==> config.mk <==
export PLATFORM = sky130hd
export DESIGN_NAME = lcd_write_arbiter
export DESIGN_NICKNAME = d
export VERILOG_FILES = /design/src/rtl/lcd_write_arbiter.sv
export SDC_FILE = /design/constraint.sdc
export NUM_CORES = 1
export LEC_CHECK = 0
export BUFFER_PORTS_ARGS = -buffer_cell sky130_fd_sc_hd__buf_2
export CORE_MARGIN = 2
export CORE_UTILIZATION = 50
export CTS_BUF_LIST = sky130_fd_sc_hd__clkbuf_16
export DETAILED_ROUTE_END_ITERATION = 7
export PLACE_DENSITY = 0.85
export SLEW_MARGIN = 15
export SYNTH_ARGS = -nofsm -noshare
export SYNTH_HDL_FRONTEND = slang
export SYNTH_SLANG_ARGS = --single-unit
==> constraint.sdc <==
create_clock -name Clock -period 2.3 [get_ports Clock]
set_input_delay 0.345 -clock Clock [delete_from_list [all_inputs] [get_ports Clock]]
set_output_delay 0.345 -clock Clock [all_outputs]
set_load 0.005 [all_outputs]
==> src/rtl/lcd_write_arbiter.sv <==
// lcd_write_arbiter
//   Shares one LCD controller byte port between two requesters. In IDLE a
//   requester is granted only while the controller reports ready. The grant
//   latches the winner's byte, acks the winner and raises a one-cycle
//   data-ready strobe (ISSUE). The FSM then follows the controller's ready
//   flag low (WAIT_BUSY) and high again (WAIT_DONE) before it returns to IDLE.
//   A watchdog returns the FSM to IDLE if the controller stops responding.
//
//   Configuration macro: LCD_WRITE_ARBITER_FIXED_PRIO_EN
//     undefined (default) - round-robin between requesters
//     defined             - requester 0 always wins a tie
//
// Ports
//   Clock            system clock, rising edge
//   Reset            asynchronous active-low reset
//   iReq0/iReq1      level requests, held until the matching ack
//   iData0/iData1    request bytes
//   oAck0/oAck1      one-cycle pulse: byte latched
//   iLCD_Ready       controller ready-for-data flag
//   oLCD_Data        latched byte presented to the controller
//   oLCD_Data_Ready  one-cycle strobe to the controller
//   oBusy            high whenever the FSM is not in IDLE
//   oOwner           current or most recently granted requester
//   oTimeout         one-cycle pulse when the watchdog fires
module lcd_write_arbiter #(
  parameter int DATA_WIDTH     = 8,
  parameter int TIMEOUT_CYCLES = 50000
) (
  input  logic                  Clock,
  input  logic                  Reset,
  input  logic                  iReq0,
  input  logic [DATA_WIDTH-1:0] iData0,
  output logic                  oAck0,
  input  logic                  iReq1,
  input  logic [DATA_WIDTH-1:0] iData1,
  output logic                  oAck1,
  input  logic                  iLCD_Ready,
  output logic [DATA_WIDTH-1:0] oLCD_Data,
  output logic                  oLCD_Data_Ready,
  output logic                  oBusy,
  output logic                  oOwner,
  output logic                  oTimeout
);

  typedef enum logic [1:0] {
    S_IDLE      = 2'd0,
    S_ISSUE     = 2'd1,
    S_WAIT_BUSY = 2'd2,
    S_WAIT_DONE = 2'd3
  } state_e;

  // Watchdog fires when the counter would reach this value.
  localparam logic [15:0] WD_LIMIT = 16'(TIMEOUT_CYCLES - 1);

  state_e                state_q;
  logic                  ack0_q;
  logic                  ack1_q;
  logic [DATA_WIDTH-1:0] data_q;
  logic                  strobe_q;
  logic                  busy_q;
  logic                  owner_q;
  logic                  timeout_q;
  logic [15:0]           wd_q;

  logic                  grant_d;
  logic                  win_d;
  logic [15:0]           wd_d;
  logic                  wd_expire_d;

`ifndef LCD_WRITE_ARBITER_FIXED_PRIO_EN
  // 1 = requester 1 wins the next tie.
  logic                  ptr_q;
`endif

  // Grant qualification, winner selection and watchdog next value.
  always_comb begin
    grant_d     = iLCD_Ready & (iReq0 | iReq1);
    wd_d        = wd_q + 16'd1;
    wd_expire_d = (wd_d == WD_LIMIT);
`ifdef LCD_WRITE_ARBITER_FIXED_PRIO_EN
    if (iReq0) begin
      win_d = 1'b0;
    end else begin
      win_d = iReq1;
    end
`else
    if (iReq0 && iReq1) begin
      win_d = ptr_q;
    end else begin
      win_d = iReq1;
    end
`endif
  end

  // Arbiter FSM with registered outputs and watchdog.
  always_ff @(posedge Clock or negedge Reset) begin
    if (!Reset) begin
      state_q   <= S_IDLE;
      ack0_q    <= 1'b0;
      ack1_q    <= 1'b0;
      data_q    <= '0;
      strobe_q  <= 1'b0;
      busy_q    <= 1'b0;
      owner_q   <= 1'b0;
      timeout_q <= 1'b0;
      wd_q      <= 16'd0;
`ifndef LCD_WRITE_ARBITER_FIXED_PRIO_EN
      ptr_q     <= 1'b0;
`endif
    end else begin
      // Pulse outputs default low; only the transitions below raise them.
      ack0_q    <= 1'b0;
      ack1_q    <= 1'b0;
      strobe_q  <= 1'b0;
      timeout_q <= 1'b0;
      case (state_q)
        S_IDLE: begin
          if (grant_d) begin
            state_q  <= S_ISSUE;
            busy_q   <= 1'b1;
            data_q   <= win_d ? iData1 : iData0;
            owner_q  <= win_d;
            ack0_q   <= ~win_d;
            ack1_q   <= win_d;
            strobe_q <= 1'b1;
            wd_q     <= 16'd0;
`ifndef LCD_WRITE_ARBITER_FIXED_PRIO_EN
            ptr_q    <= ~win_d;
`endif
          end else begin
            state_q <= S_IDLE;
            busy_q  <= 1'b0;
          end
        end
        S_ISSUE: begin
          state_q <= S_WAIT_BUSY;
        end
        S_WAIT_BUSY, S_WAIT_DONE: begin
          wd_q <= wd_d;
          // Completion takes precedence over a watchdog expiry on the same edge.
          if ((state_q == S_WAIT_DONE) && iLCD_Ready) begin
            state_q <= S_IDLE;
            busy_q  <= 1'b0;
          end else if (wd_expire_d) begin
            state_q   <= S_IDLE;
            busy_q    <= 1'b0;
            timeout_q <= 1'b1;
          end else if ((state_q == S_WAIT_BUSY) && !iLCD_Ready) begin
            state_q <= S_WAIT_DONE;
          end else begin
            state_q <= state_q;
          end
        end
        default: begin
          state_q <= S_IDLE;
          busy_q  <= 1'b0;
        end
      endcase
    end
  end

  assign oAck0           = ack0_q;
  assign oAck1           = ack1_q;
  assign oLCD_Data       = data_q;
  assign oLCD_Data_Ready = strobe_q;
  assign oBusy           = busy_q;
  assign oOwner          = owner_q;
  assign oTimeout        = timeout_q;

endmodule
Yosys cells after proc, flatten, opt, wreduce, memory -nomap -nowiden
Cells that the tools add are included.
{"block": "totals", "reg_bits": 33, "inputBits": 21, "out_inout_bits": 14, "word_cells": 52}
{"block": "classes", "add_sub_neg": 1, "eq_ne": 7, "n_mux": 21, "bitwise_logic": 3, "n_reduce_logical": 10}
{"operator": "one-hot mux 16 bit (2 select lines)", "count": 1}
{"operator": "adder 16 x 1 -> 16 bit (second input constant)", "count": 1}
{"operator": "equality test 16 bit (second input constant)", "count": 1}
{"operator": "2-to-1 mux 16 bit", "count": 1}
{"operator": "2-to-1 mux 1 bit", "count": 13}
{"operator": "2-to-1 mux 8 bit", "count": 1}
{"operator": "2-to-1 mux 2 bit", "count": 3}
{"operator": "one-hot mux 2 bit (3 select lines)", "count": 1}
{"operator": "AND reduction 2 bit", "count": 3}
{"operator": "equality test 2 bit (second input constant)", "count": 2}
{"operator": "!= test 4 bit (second input constant)", "count": 1}
{"operator": "logical AND 1 bit", "count": 3}
{"operator": "!= test 3 bit (second input constant)", "count": 1}
{"operator": "equality test 2 x 1 -> 1 bit (second input constant)", "count": 1}
{"operator": "zero test 2 bit", "count": 1}
{"operator": "!= test 2 bit (second input constant)", "count": 1}
{"operator": "one-hot mux 1 bit (2 select lines)", "count": 1}
{"operator": "nonzero test 2 bit", "count": 1}
{"operator": "OR reduction 2 bit", "count": 1}
{"operator": "bitwise AND 1 bit", "count": 1}
{"operator": "zero test 1 bit", "count": 1}
{"operator": "NOT 1 bit", "count": 1}
{"operator": "OR 1 bit", "count": 1}

Depth between registers and ports, before layout
{"block": "logic_depth", "word_depth": 6, "ltp_mapped": 7, "depth_no_buf": 7}

Worst setup path after synthesis
Ideal clock, no wire load.
{"block": "synth_timing", "kind": "register to register", "from": "register wd_q[1]", "to": "register timeout_q, in the netlist oTimeout", "setup_time_ns": 0.120, "arrival_ns": 1.771, "t_required_ns": 2.180, "path_slack_ns": 0.410, "path_stages_with_launch": 8, "path_buffers": 0, "period_less_slack_ns": 1.890, "path_cell_list": "dfrtp_1 ha_1 and4_1 nand4_1 and3b_1 o211ai_1 nor4_4 and3_1"}
{"block": "synth_between", "elab_chain_len": 5}
{"element": "from (decl)", "line_no": "63", "source": "logic [15:0] wd_q;"}
{"element": "from (signal assigned)", "line_no": "139", "source": "wd_q <= wd_d;"}
{"element": "adder 16 x 1 -> 16 bit", "line_no": "78", "source": "wd_d = wd_q + 16'd1;"}
{"element": "equality test 16 bit", "line_no": "79", "source": "wd_expire_d = (wd_d == WD_LIMIT);"}
{"element": "2-to-1 mux 1 bit", "line_no": "144", "source": "end else if (wd_expire_d) begin"}
{"element": "2-to-1 mux 1 bit", "line_no": "141", "source": "if ((state_q == S_WAIT_DONE) && iLCD_Ready) begin"}
{"element": "2-to-1 mux 1 bit", "line_no": "116", "source": "case (state_q)"}
{"element": "to (signal assigned)", "line_no": "105", "source": "timeout_q <= 1'b0;"}
{"element": "to (signal assigned)", "line_no": "115", "source": "timeout_q <= 1'b0;"}
{"element": "to (signal assigned)", "line_no": "147", "source": "timeout_q <= 1'b1;"}
{"element": "to (decl)", "line_no": "62", "source": "logic timeout_q;"}
Every way passes these cells.
A chain may end at the register's enable or synchronous reset.

Worst setup path in the final report
{"block": "layout_timing", "from": "register wd_q[0]", "to": "register state_q[0]"}
{"block": "layout_between", "elab_chain_len": 5, "word_cells_on_any_way": 6, "classes_between": "add/sub: 1; eq/ne: 2; mux: 3"}
{"element": "adder 16 x 1 -> 16 bit *", "line_no": "78"}
{"element": "equality test 16 bit *", "line_no": "79"}
{"element": "2-to-1 mux 2 bit", "line_no": "144"}
{"element": "2-to-1 mux 2 bit", "line_no": "141"}
{"element": "one-hot mux 2 bit (3 select lines)", "line_no": "116"}
{"element": "to (signal assigned)", "line_no": "151", "source": "state_q <= state_q;"}
{"element": "to (decl)", "line_no": "55", "source": "state_e state_q;"}
Every way passes the cells marked *; elsewhere a longest branch is shown, timed or not.

==> impl_metrics.yaml <==
timing:
  setup_viol_count_final: 0
  slew_violations: 0
  fin_skew_ns: 0.00352
  fin_hold_ws_ns: 0.109
  worst_pin_slew_ns: 0.695
  grt_setup_unrepaired: "false"
  fin_crit_ns: 2.11
  timing.fmax_mhz: 474
  relSlewSlack: 0.537
  finalSetupTns_ns: 0
  hold_viol: 0
  fin_crit_sh: 0.917
placement:
  hpwl_um: 2490
  io_buffers: 34
  dpl_cell_area_mm2: 0.00199
  globalplace.congestion: 0.869
logic_synthesis:
  netlist_area_mm2: 0.00179
  yosysTopAreaCell: "dfrtp_1"
  async_flop_share: 1.00
  synthDominantCellAreaShare: 0.462
  synth.ff_latch_count: 33
  synthesis.instances: 199
  syn-num-nets: 222
  ys_seq_area_frac: 0.462
  synth.distinct_cells: 34
  yosysWarnings: 0
  avgSynthCellArea_um2: 8.98
  synth.most_common_cell: "nand2_1"
  synth_flop_cell: "dfrtp_1"
  synth_area_leaders: "dfrtp_1 46%, nand2_1 9.4%, o21ai_0 7.0%"
  yosys-top-cells-count: "45 x nand2_1, 33 x dfrtp_1, 25 x o21ai_0, 11 x mux2i_1, 11 x xor2_1"
  synth_edf_count: 0
floorplan:
  rows: 21
  start_util: 0.528
  chipWidth_um: 63.8
  ios: 35
  die_area_mm2: 0.00407
  core-area_mm2: 0.00339
  die_height_um: 63.8
route:
  viasPerCell: 5.31
  drt.antenna.violating_nets: 0
  routed_wl_um: 3660
  vias: 1475
  drc: 0
  first_iter_violations: 84
  avgRoutedWirePerCell_um: 13.2
  dr.pass1.iters: 4
finish:
  antenna_cells: 0
  area_delta_synth_final_pct: 20.9
  drive_gt1_frac: 0.228
  final_nets: 254
  final_area_mm2: 0.00216
clock_tree:
  cts_setup_buffers: 0
  htreeDepth: 2
  cts_num_sinks: 33
  cts_buffers: 5
  clock_path_buffers: 2
  cts_tree: "done"
  insertion_delay_ns: 0.28
  worst_setup_hold_path_clk_slew_ns: 0.05
  cts_root_buffer: "clkbuf_16"
  holdBufCountCts: 0
  cts_repair_resize_count: 0
power:
  vdd_drop_max_mv: 0.843
  powerDensity_mw_per_mm2: 1270
  p_leak_uw: 0.00109
  design_power_total_uw: 2750
critical_path:
  startpoint_type: "flop"
  crit_type: "flop to flop"
  critical_path_required_ns: 2.45
  path_max_fanout: 9
  crit_arrival_ns: 2.26
  crit_path_end_kind: "flop"
  crit_start: "wd_q[0]"
  r2r-start: "wd_q[0]"
grt:
  use_met3: 0.0546
  grt_pass1_vias: 1405
  grt_pass1_wl_um: 6340
  grtUsageMet2: 0.310
  met1_usage: 0.268
  grt_util_all_layers: 0.199
  busiest_layer: "met2"
  grt_overflow_total: 0
  antenna_found_initial: 0
  grt_max_degree: 36
worst_hold_path:
  hold_class: "input pin to async pin"
outcome:
  status: "complete, no violations"
run:
  max-cap-violations: 0
==> power by group <==
part	switching, uW	internal, uW	leakage (uW)
clock network	246	506	0.0000775
logic	461	404	0.000588
registers	307	829	0.000426
==> state kept, by name, indices dropped and copies added, names as in the netlist <==
register	flops
oAck0	1
oTimeout	1
oBusy	1
oOwner	1
wd_q	16
oLCD_Data_Ready	1
state_q	2
oAck1	1
oLCD_Data	8
ptr_q	1
==> routing by layer <==
layer	wire length, um	share of wire	vias to the layer above
li1	-	-	736
met1	1710	0.47	688
met2	1710	0.47	47
met3	206	0.056	4
met4	32	0.0088	0
met5	0	0	-
==> placed cells by master (no fill, tap or decap), types with 2 or more instances in the layout <==
master,Yosys,final
o21ai_0,25,25
and3b_1,2,2
dfrtp_1,33,31
nand2_1,45,45
nor3_1,2,2
nor2_1,8,8
xnor2_1,5,5
nand3_1,8,8
dfrtp_2,0,2
o211ai_1,3,3
inv_1,4,4
and4_1,3,3
and3_1,2,2
buf_4,2,5
nand4_1,3,3
a21oi_1,6,6
xor2_1,11,11
buf_2,2,34
clkbuf_16,0,5
mux2i_1,11,11
==> final timing paths <==
kind                                      to  slack, ns  depth (start not counted)
worst max-delay path              state_q[0]       0.19                          7
worst min register to register  oLCD_Data[2]       0.48                          2
worst max register to register    state_q[0]       0.19                          7
worst min-delay path                 wd_q[4]       0.11                          1
min in group Clock              oLCD_Data[7]       0.36                          3
max in group asynchronous            wd_q[1]       1.70                          1
==> layout make-up <==
cell class | count | area [um^2]
clock inverter | 3 | 41.3
multi-input combinational | 148 | 886
inverter | 4 | 15.0
fill | 278 | 1230
clock buffer | 5 | 125
tap | 46 | 57.6
timing repair buffer | 39 | 208
sequential | 33 | 828
==> worst max-delay path, stage by stage (launching register included) <==
cell and delay [ns]:
dfrtp_2 0.43, ha_2 0.27, and4_1 0.27, nand3_1 0.12, xnor2_1 0.24, o21ai_0 0.20, nor4_4 0.32, o21ai_0 0.14
==> metrics by stage <==
step           utilization  worst slack [ns]  cells
4_1_cts              0.636            0.0524    278
3_3_place_gp         0.587             0.262    270
5_1_grt              0.638            0.0214    278
2_1_floorplan            -             0.410    199
6_report             0.638             0.191    278
3_5_place_dp         0.587            0.0757    270
==> kinds of logic (layout without fill, tap and decap cells) <==
group | count (synthesis) | after routing | share of synthesized area
XOR/XNOR | 16 | 16 | 0.0784
multiplexers | 11 | 11 | 0.0616
AND/OR/NAND/NOR | 83 | 83 | 0.233
adder cells (fa/ha/maj) | 2 | 2 | 0.0140
AO/OA/AOI/OAI | 36 | 36 | 0.107
flip-flops | 33 | 33 | 0.462
buffers and inverters | 18 | 51 | 0.0441
Note: power is estimated with default switching activity, not from simulation.
